===== config.mk =====
export PLATFORM = sky130hd
export DESIGN_NAME = routing_dispatch_unit
export DESIGN_NICKNAME = d
export VERILOG_FILES = /design/src/rtl/routing_dispatch_unit.sv
export SDC_FILE = /design/constraint.sdc
export NUM_CORES = 1
export LEC_CHECK = 0
export ABC_AREA = 0
export CORE_UTILIZATION = 60
export DETAILED_ROUTE_END_ITERATION = 8
export MAX_ROUTING_LAYER = met4
export PLACE_DENSITY = 0.86
export SYNTH_ARGS = -nofsm -noshare
export SYNTH_HDL_FRONTEND = slang
export SYNTH_SLANG_ARGS = --single-unit

===== constraint.sdc =====
create_clock -name clk -period 6.6 [get_ports clk]
set_input_delay 1.32 -clock clk [delete_from_list [all_inputs] [get_ports clk]]
set_output_delay 1.32 -clock clk [all_outputs]
set_load 0.005 [all_outputs]

===== src/rtl/routing_dispatch_unit.sv =====
// One-to-four stream dispatcher with a private FIFO per output channel.
// Words go to channel in_dest, or to all four channels when in_bcast is set.
module routing_dispatch_unit #(
  parameter int WIDTH = 4,
  parameter int DEPTH = 2,
  parameter int CNT_W = 16
) (
  input  logic             clk,
  input  logic             rst_n,
  input  logic [WIDTH-1:0] in_data,
  input  logic [1:0]       in_dest,
  input  logic             in_bcast,
  input  logic             in_valid,
  output logic             in_ready,
  output logic [WIDTH-1:0] y0,
  output logic [WIDTH-1:0] y1,
  output logic [WIDTH-1:0] y2,
  output logic [WIDTH-1:0] y3,
  output logic [3:0]       out_valid,
  input  logic [3:0]       out_ready,
  output logic [CNT_W-1:0] accept_cnt
);

  localparam int PW = $clog2(DEPTH);
  localparam int CW = $clog2(DEPTH + 1);

  logic [WIDTH-1:0] mem_r [4][DEPTH];
  logic [PW-1:0]    wptr_r [4];
  logic [PW-1:0]    rptr_r [4];
  logic [CW-1:0]    count_r [4];
  logic [WIDTH-1:0] head_r [4];
  logic [3:0]       valid_r;
  logic [CNT_W-1:0] accept_cnt_r;

  logic [3:0]       full_s;
  logic [3:0]       push_s;
  logic [3:0]       pop_s;
  logic             ready_s;
  logic             accept_s;
  logic [CW-1:0]    count_nxt_s [4];
  logic [PW-1:0]    rptr_nxt_s [4];
  logic [WIDTH-1:0] head_nxt_s [4];

  // Input handshake: a broadcast needs room in every channel, so it never writes partially.
  always_comb begin
    ready_s = 1'b0;
    for (int n = 0; n < 4; n++) begin
      full_s[n] = (count_r[n] == CW'(DEPTH));
    end
    if (!rst_n) begin
      ready_s = 1'b0;
    end else if (in_bcast) begin
      ready_s = ~(|full_s);
    end else begin
      ready_s = ~full_s[in_dest];
    end
    accept_s = in_valid & ready_s;
    for (int n = 0; n < 4; n++) begin
      push_s[n] = accept_s & (in_bcast | (in_dest == 2'(n)));
    end
    pop_s = valid_r & out_ready;
  end

  // Next count, read pointer and head word per channel; the head is pre-computed
  // so yn comes straight from a register and holds its value once the FIFO drains.
  always_comb begin
    for (int n = 0; n < 4; n++) begin
      count_nxt_s[n] = count_r[n];
      rptr_nxt_s[n]  = rptr_r[n];
      head_nxt_s[n]  = head_r[n];
      case ({push_s[n], pop_s[n]})
        2'b10:   count_nxt_s[n] = count_r[n] + CW'(1);
        2'b01:   count_nxt_s[n] = count_r[n] - CW'(1);
        default: count_nxt_s[n] = count_r[n];
      endcase
      if (pop_s[n]) begin
        rptr_nxt_s[n] = rptr_r[n] + PW'(1);
      end else begin
        rptr_nxt_s[n] = rptr_r[n];
      end
      if (count_nxt_s[n] == CW'(0)) begin
        head_nxt_s[n] = head_r[n];
      end else if (push_s[n] && (wptr_r[n] == rptr_nxt_s[n])) begin
        head_nxt_s[n] = in_data;
      end else begin
        head_nxt_s[n] = mem_r[n][rptr_nxt_s[n]];
      end
    end
  end

  // FIFO storage, pointers, head/valid registers and the accept counter.
  always_ff @(posedge clk or negedge rst_n) begin
    if (!rst_n) begin
      for (int n = 0; n < 4; n++) begin
        for (int d = 0; d < DEPTH; d++) begin
          mem_r[n][d] <= '0;
        end
        wptr_r[n]  <= '0;
        rptr_r[n]  <= '0;
        count_r[n] <= '0;
        head_r[n]  <= '0;
      end
      valid_r      <= 4'b0000;
      accept_cnt_r <= '0;
    end else begin
      for (int n = 0; n < 4; n++) begin
        if (push_s[n]) begin
          mem_r[n][wptr_r[n]] <= in_data;
          wptr_r[n]           <= wptr_r[n] + PW'(1);
        end
        rptr_r[n]  <= rptr_nxt_s[n];
        count_r[n] <= count_nxt_s[n];
        head_r[n]  <= head_nxt_s[n];
        valid_r[n] <= (count_nxt_s[n] != CW'(0));
      end
      if (accept_s) begin
        accept_cnt_r <= accept_cnt_r + CNT_W'(1);
      end
    end
  end

  assign in_ready   = ready_s;
  assign out_valid  = valid_r;
  assign y0         = head_r[0];
  assign y1         = head_r[1];
  assign y2         = head_r[2];
  assign y3         = head_r[3];
  assign accept_cnt = accept_cnt_r;

endmodule


==> results of run 1 <==
==> where the power goes <==
group	switching [uW]	internal, uW	total (uW)
combinational	495	560	1050
sequential	178	746	924
clock	180	195	375
==> cell usage in the layout (no fill, tap or decap), drive strengths merged, types with 12 or more instances in the layout <==
cell and instances:
nand2 23, mux2i 12, xor2 20, inv 27
nor2 17, clkdlybuf4s50 49, clkbuf 12, mux2 37
xnor2 19, dfrtp 84, nor4 13
==> flip-flops by register name, indices dropped and copies added, names as in the netlist <==
| signal | count |
|---|---|
| mem_r | 32 |
| accept_cnt | 16 |
| count_r | 8 |
| out_valid | 4 |
| rptr_r | 4 |
| wptr_r | 4 |
| y0 | 4 |
| y1 | 4 |
| y2 | 4 |
| y3 | 4 |
==> routing by layer <==
layer	vias up	part of all wire	global-route usage
li1	1433	-	-
met1	1555	0.44	0.358
met4	0	0.016	0.0955
met3	16	0.042	0.0371
met5	-	0	-
met2	85	0.50	0.457
==> per-stage QoR <==
stage / utilization / setup WS (ns)
4_1_cts: 0.743 / 1.42
6_report: 0.743 / 1.42
2_1_floorplan: - / 2.32
3_5_place_dp: 0.714 / 1.29
3_3_place_gp: 0.714 / 1.54
5_1_grt: 0.743 / 1.23
==> critical path, delay by kind of cell <==
family / cells / cell delay, ns
compound gates: 2 / 1.25
buf+inv: 2 / 1.09
simple gates: 2 / 0.20
==> how the worst max path moves through the flow <==
stage,start,end,cells past startpoint
floorplan,in_dest[1],y1[0]$_DFFE_PN0P_,14
global placement,in_dest[1],in_ready,6
detailed placement,in_dest[1],y0[3]$_DFFE_PN0P_,14
CTS,in_dest[1],in_ready,6
global route,in_dest[1],in_ready,6
finish,in_dest[1],in_ready,6
==> layout make-up <==
type / instances / share of cell area
clock buffer: 12 / 0.0304
timing repair buffer: 57 / 0.108
multi-input combinational: 247 / 0.397
sequential: 84 / 0.412
inverter: 27 / 0.0198
clock inverter: 4 / 0.00931
tap: 96 / 0.0235
==> cells by family after synthesis <==
group	Yosys count	synth area share
compound gates	43	0.0730
mux	49	0.125
flops	84	0.488
simple gates	111	0.178
buf+inv	44	0.0424
fa+ha+maj	5	0.0145
xor+xnor	39	0.0794
==> impl_results.md, run 1 <==
* Status: finished clean
* Synth Register Bits at 84
* Worst-Skew Late Latency at 0.35 ns
* Leading area contributor after synthesis: dfrtp_1
* Largest cells by area after synthesis: dfrtp_1 (49%), mux2_2 (9.7%), xor2_1 (4.1%)
* Iter 0 DRT Violations at 147
* Final Hold Fails at 0
* Commonest cells post-synth: dfrtp_1 (84), mux2_2 (37), inv_1 (26), nand2_1 (23), xor2_1 (20)
* Die span in x at 86.7 microns
* # port buffers at 50
* Total grt overflow at 0
* Final Cycle Share at 0.785
* Setup repair bufs after CTS at 0
* FILL cells at 494
* Post-DP HPWL at 6680 microns
* Max incr delay on CP at 0.97 ns
* Post-synthesis async set-or-reset flop share at 1.00
* Routed vias/inst at 5.86
* Post-synth cell types at 42
* Layout Cells excl Fill at 527
* I/O pin cnt at 51
* Sequential cell area fraction in the yosys report at 0.488
* Final setup TNS at 0 ns
* Placed instance count at 511
* Tot GR Track Use at 0.278
* Vias in the first global route at 3181
* Yosys warnings at 0
* DRT Pass-1 Iters at 5
* R2r setup slk at 2.67 ns
* Worst reg-to-reg path cell count at 13
* Setup Viol. Count Final at 0
* Synth Flop Type: dfrtp_1
* Max Cap Viol at 0
* Floorplan row count at 30
* Die H at 86.7 microns
* Nets@finish at 445
* Final instance area at 5110 sq um
* Hold slack at 0.480 ns
* Clk sinks at 84
* Placement Cell Area at 4900 sq um
* Crit path kind: in -> out
* Largest net degree at the start of global routing at 46
* Die area at 7520 sq um
* Min-delay worst type: reg -> reg
* Worst setup SP type: input port
* Worst-case clock skew at 0.0123 ns
* H-tree levels at 3
* Min-delay src: accept_cnt[15]$_DFFE_PN0P_
* Reg-to-reg startpoint: count_r[0]$_DFF_PN0_
* Unrepaired setup endpoints after global routing: no
* Initial Util at 0.627
* Syn Inst Count at 375
* Mapped Area at 4300 sq um
* Worst slew pin tran at 1.19 ns
* DRC viols at 0
* Maximum clock frequency at 193 MHz
* Initial antenna violation count at 0
* Fin. max-slew vios at 0
* Hold Buf Count CTS at 0
* Number of synthesized flops with an enable pin at 0
* Gp weighted congestion at 0.877
* Sequential cell area at 2100 sq um
* First-pass GRT wire length at 15400 microns
* Layout cell share with drive strength beyond 1 at 0.195
* CTS tree: done
* Core Box Area at 6870 sq um
* Final Power at 2350 uW
* CP max-delay cell: a311o_1
* WL final at 9130 microns
* Count leader, synth: dfrtp_1
* Mapped Avg Cell Area at 11.5 sq um
* Final antenna-violating net count at 0
* Crit path required time at 5.28 ns
* Pwr dens at 461 nW/um^2
* N_diodes at 0
* Area Growth Syn to Fin at 18.6%
* Relative slew slack at 0.203
* Clock root cell: clkbuf_8
* Arrival @ worst endpoint at 3.86 ns
* Crit-path most repeated cell: clkdlybuf4s50_1
* Routed via count at 3089
* Hold EP: accept_cnt[15]$_DFFE_PN0P_
* WL per Instance at 17.3 microns
* Clock buffer depth at 2
* Crit-path max FO at 21
* Final min period at 5.18 ns
* Leak at 0.00217 uW
* Critical path, cell by cell: clkdlybuf4s50_1, nand2_1, o21ai_0, a311o_1, nor2_1, clkdlybuf4s50_1
* VDD IR max at 0.276 mV
* Hold depth at 1
* Area of the multi-input gates at 2030 sq um
* Top cell type's share of synthesized area at 0.488
* Post-CTS Resized at 0
* Clock-pin transition on the worst setup and hold timing paths at 0.08 ns
* Mapped Nets at 394
* Cts bufs inserted at 9
* Crit. End Element: primary output
* Reg2reg end: y0[3]$_DFFE_PN0P_
(Power assumes the default switching activity.)
==> run 2: changes to the inputs <==
--- a/config.mk
+++ b/config.mk
@@ -6,10 +6,10 @@
 export NUM_CORES = 1
 export LEC_CHECK = 0
 export ABC_AREA = 0
-export CORE_UTILIZATION = 60
+export CORE_UTILIZATION = 51
 export DETAILED_ROUTE_END_ITERATION = 8
 export MAX_ROUTING_LAYER = met4
-export PLACE_DENSITY = 0.86
+export PLACE_DENSITY = 0.78
 export SYNTH_ARGS = -nofsm -noshare
 export SYNTH_HDL_FRONTEND = slang
 export SYNTH_SLANG_ARGS = --single-unit
==> constraint.sdc (replaced) <==
create_clock -name clk -period 4.4 [get_ports clk]
set_input_delay 0.88 -clock clk [delete_from_list [all_inputs] [get_ports clk]]
set_output_delay 0.88 -clock clk [all_outputs]
set_load 0.005 [all_outputs]
==> run 2 against run 1 <==
Against the previous run:
- cell area down 0.20%
- clock power is 26% higher
- largest power group unchanged
- sequential power up 49%
- largest cell class unchanged
==> impl_results.md, run 2 (same netlist as run 1, synthesis figures left out) <==
* Status: finished clean
* Arrival @ worst endpoint at 3.24 ns (-0.62 ns)
* Layout Cells excl Fill at 538 (+2.1%)
* Unrepaired setup endpoints after global routing: no
* Min-delay worst type: reg -> reg
* Setup Viol. Count Final at 0 (unchanged)
* Pwr dens at 676 nW/um^2 (+47%)
* Cts bufs inserted at 9 (unchanged)
* NetSw at 1270 uW (+49%)
* Area of the multi-input gates at 2030 sq um (unchanged)
* Routed via count at 3102 (+0.42%)
* Biggest register: mem_r
* DRC viols at 0 (unchanged)
* Worst-case clock skew at 0.00697 ns (-0.00535 ns)
* Crit. End Element: primary output
* First-pass GRT wire length at 15400 microns (about the same)
* Total grt overflow at 0 (unchanged)
* Hold EP: accept_cnt[15]$_DFFE_PN0P_
* Final Hold Fails at 0 (unchanged)
* P_int at 2170 uW (+45%)
* VDD IR max at 0.312 mV (+13%)
* Final Power at 3440 uW (+46%)
* FILL cells at 655 (+33%)
* Routed vias/inst at 5.77 (-1.6%)
* Area Growth Syn to Fin at 18.4%
* Combinational share of power at 0.461 (+0.013)
* Most frequent cells in the layout: dfrtp_1 (84), clkdlybuf4s50_1 (49), mux2_2 (37), inv_1 (26), nand2_1 (23)
* Initial antenna violation count at 0 (unchanged)
* Clock-pin transition on the worst setup and hold timing paths at 0.08 ns (about the same)
* Crit path kind: in -> out
* WL final at 9120 microns (about the same)
* H-tree levels at 3 (unchanged)
* N_diodes at 0 (unchanged)
* Setup repair bufs after CTS at 0 (unchanged)
* Vias in the first global route at 3140 (-1.3%)
* Maximum clock frequency at 243 MHz
* Die span in x at 93.9 microns (+8.3%)
* Final antenna-violating net count at 0 (unchanged)
* Worst reg-to-reg path cell count at 12 (-1)
* Post-CTS Resized at 0 (unchanged)
* Worst slew pin tran at 1.05 ns (-0.140 ns)
* Die area at 8810 sq um (+17%)
* Core Box Area at 8180 sq um (+19%)
* Tot GR Track Use at 0.238 (-0.0405)
* # port buffers at 50 (unchanged)
* Max Cap Viol at 0 (unchanged)
* Crit-path max FO at 12 (-43%)
* Most common cell after layout, fill and taps aside: dfrtp_1
* Nets@finish at 448 (+0.67%)
* Hold depth at 1 (unchanged)
* Sw Share at 0.368 (+0.00622)
* Max reg flops at 32 (unchanged)
* DP Worst Slack at 0.186 ns (-1.11 ns)
* Gp weighted congestion at 0.814 (-7.2%)
* Clock buffer depth at 2 (unchanged)
* Fin util at 0.623 (-0.120)
* Placed instance count at 523 (+2.3%)
* Die H at 93.9 microns (+8.3%)
* I/O pin cnt at 51 (unchanged)
* Sequential cell area at 2100 sq um (unchanged)
* Reg2reg end: y0[0]$_DFFE_PN0P_
* Initial Util at 0.526 (-0.100)
* R2r setup slk at 1.24 ns (-1.43 ns)
* Final min period at 4.12 ns
* Worst-Skew Late Latency at 0.36 ns (about the same)
* WL per Instance at 16.9 microns (-2.1%)
* Iter 0 DRT Violations at 163 (+11%)
* Flop pwr share at 0.402 (+0.009)
* Floorplan row count at 33 (+10%)
* Worst setup margin at 0.284 ns (-1.13 ns)
* Fin. max-slew vios at 0 (unchanged)
* Worst setup SP type: input port
* Largest net degree at the start of global routing at 85 (+85%)
* DRT Pass-1 Iters at 4 (-1)
* Power share of the clock group at 0.138 (-0.021)
* Crit path required time at 3.52 ns (-1.76 ns)
* CTS tree: done
* Clk sinks at 84 (unchanged)
* Clock root cell: clkbuf_8
* Final Cycle Share at 0.935
* Relative slew slack at 0.297 (+0.0933)
* Min-delay src: accept_cnt[15]$_DFFE_PN0P_
* Reg-to-reg startpoint: count_r[0]$_DFF_PN0_
* Final setup TNS at 0 ns (unchanged)
* Leak at 0.00215 uW (-0.74%)
* Layout cell share with drive strength beyond 1 at 0.196 (+0.00141)
* Hold Buf Count CTS at 0 (unchanged)
* Post-DP HPWL at 6610 microns (-1.1%)
## run 2: changes by cell type in the layout (fill, tap and decap cells not counted)
cell and change:
bufinv_16 -1, clkinv_2 -1, clkinvlp_4 +2, clkbuf_8 -2, buf_4 +3, clkbuf_1 +1
## run 2: critical path, cell delays in order
cell,delay [ns]
clkdlybuf4s50_1,0.60
inv_2,0.06
a21o_1,0.23
a311o_1,0.55
buf_4,0.28
nor2_1,0.12
clkdlybuf4s50_1,0.51
## run 2: area by class of cell
cell class / instances / area share
inverters: 27 / 0.0199
multi-input cells: 247 / 0.398
clock inverters: 4 / 0.00540
clock buffers: 11 / 0.0258
repair buffers: 60 / 0.112
well taps: 105 / 0.0258
flip-flops and latches: 84 / 0.412
## run 2: power by group through the flow
| stage | sequential [uW] | combinational [uW] | clock [uW] |
|---|---|---|---|
| after floorplan | 1330 | 1090 | 0 |
| after global placement | 1380 | 1530 | 0 |
| after detailed placement | 1390 | 1600 | 0 |
| after CTS | 1380 | 1600 | 486 |
| after global routing | 1430 | 1740 | 529 |
| final | 1380 | 1590 | 474 |
## run 2: through the flow
step	area [sq um]	hold slack (ns)
floorplan	4300	0.465
finish	5100	0.468
global placement	4940	0.459
global route	5100	0.482
detailed placement	4940	0.460
CTS	5100	0.476
## run 2: how the worst max path moves through the flow
stage,to,slack [ns],from,depth (start not counted)
2_1_floorplan,y1[0]$_DFFE_PN0P_,0.56,in_dest[1],14
3_3_place_gp,y1[3]$_DFFE_PN0P_,0.31,in_dest[1],13
4_1_cts,in_ready,0.29,in_dest[1],7
3_5_place_dp,y1[2]$_DFFE_PN0P_,0.19,in_dest[1],13
5_1_grt,in_ready,0.15,in_dest[1],7
6_report,in_ready,0.28,in_dest[1],7
## run 2: metal layers
metal	up-vias	global-route usage	routed length (microns)
met5	-	-	0
met4	0	0.101	176
met3	18	0.0380	425
met2	79	0.372	4380
met1	1561	0.308	4140
li1	1444	-	-
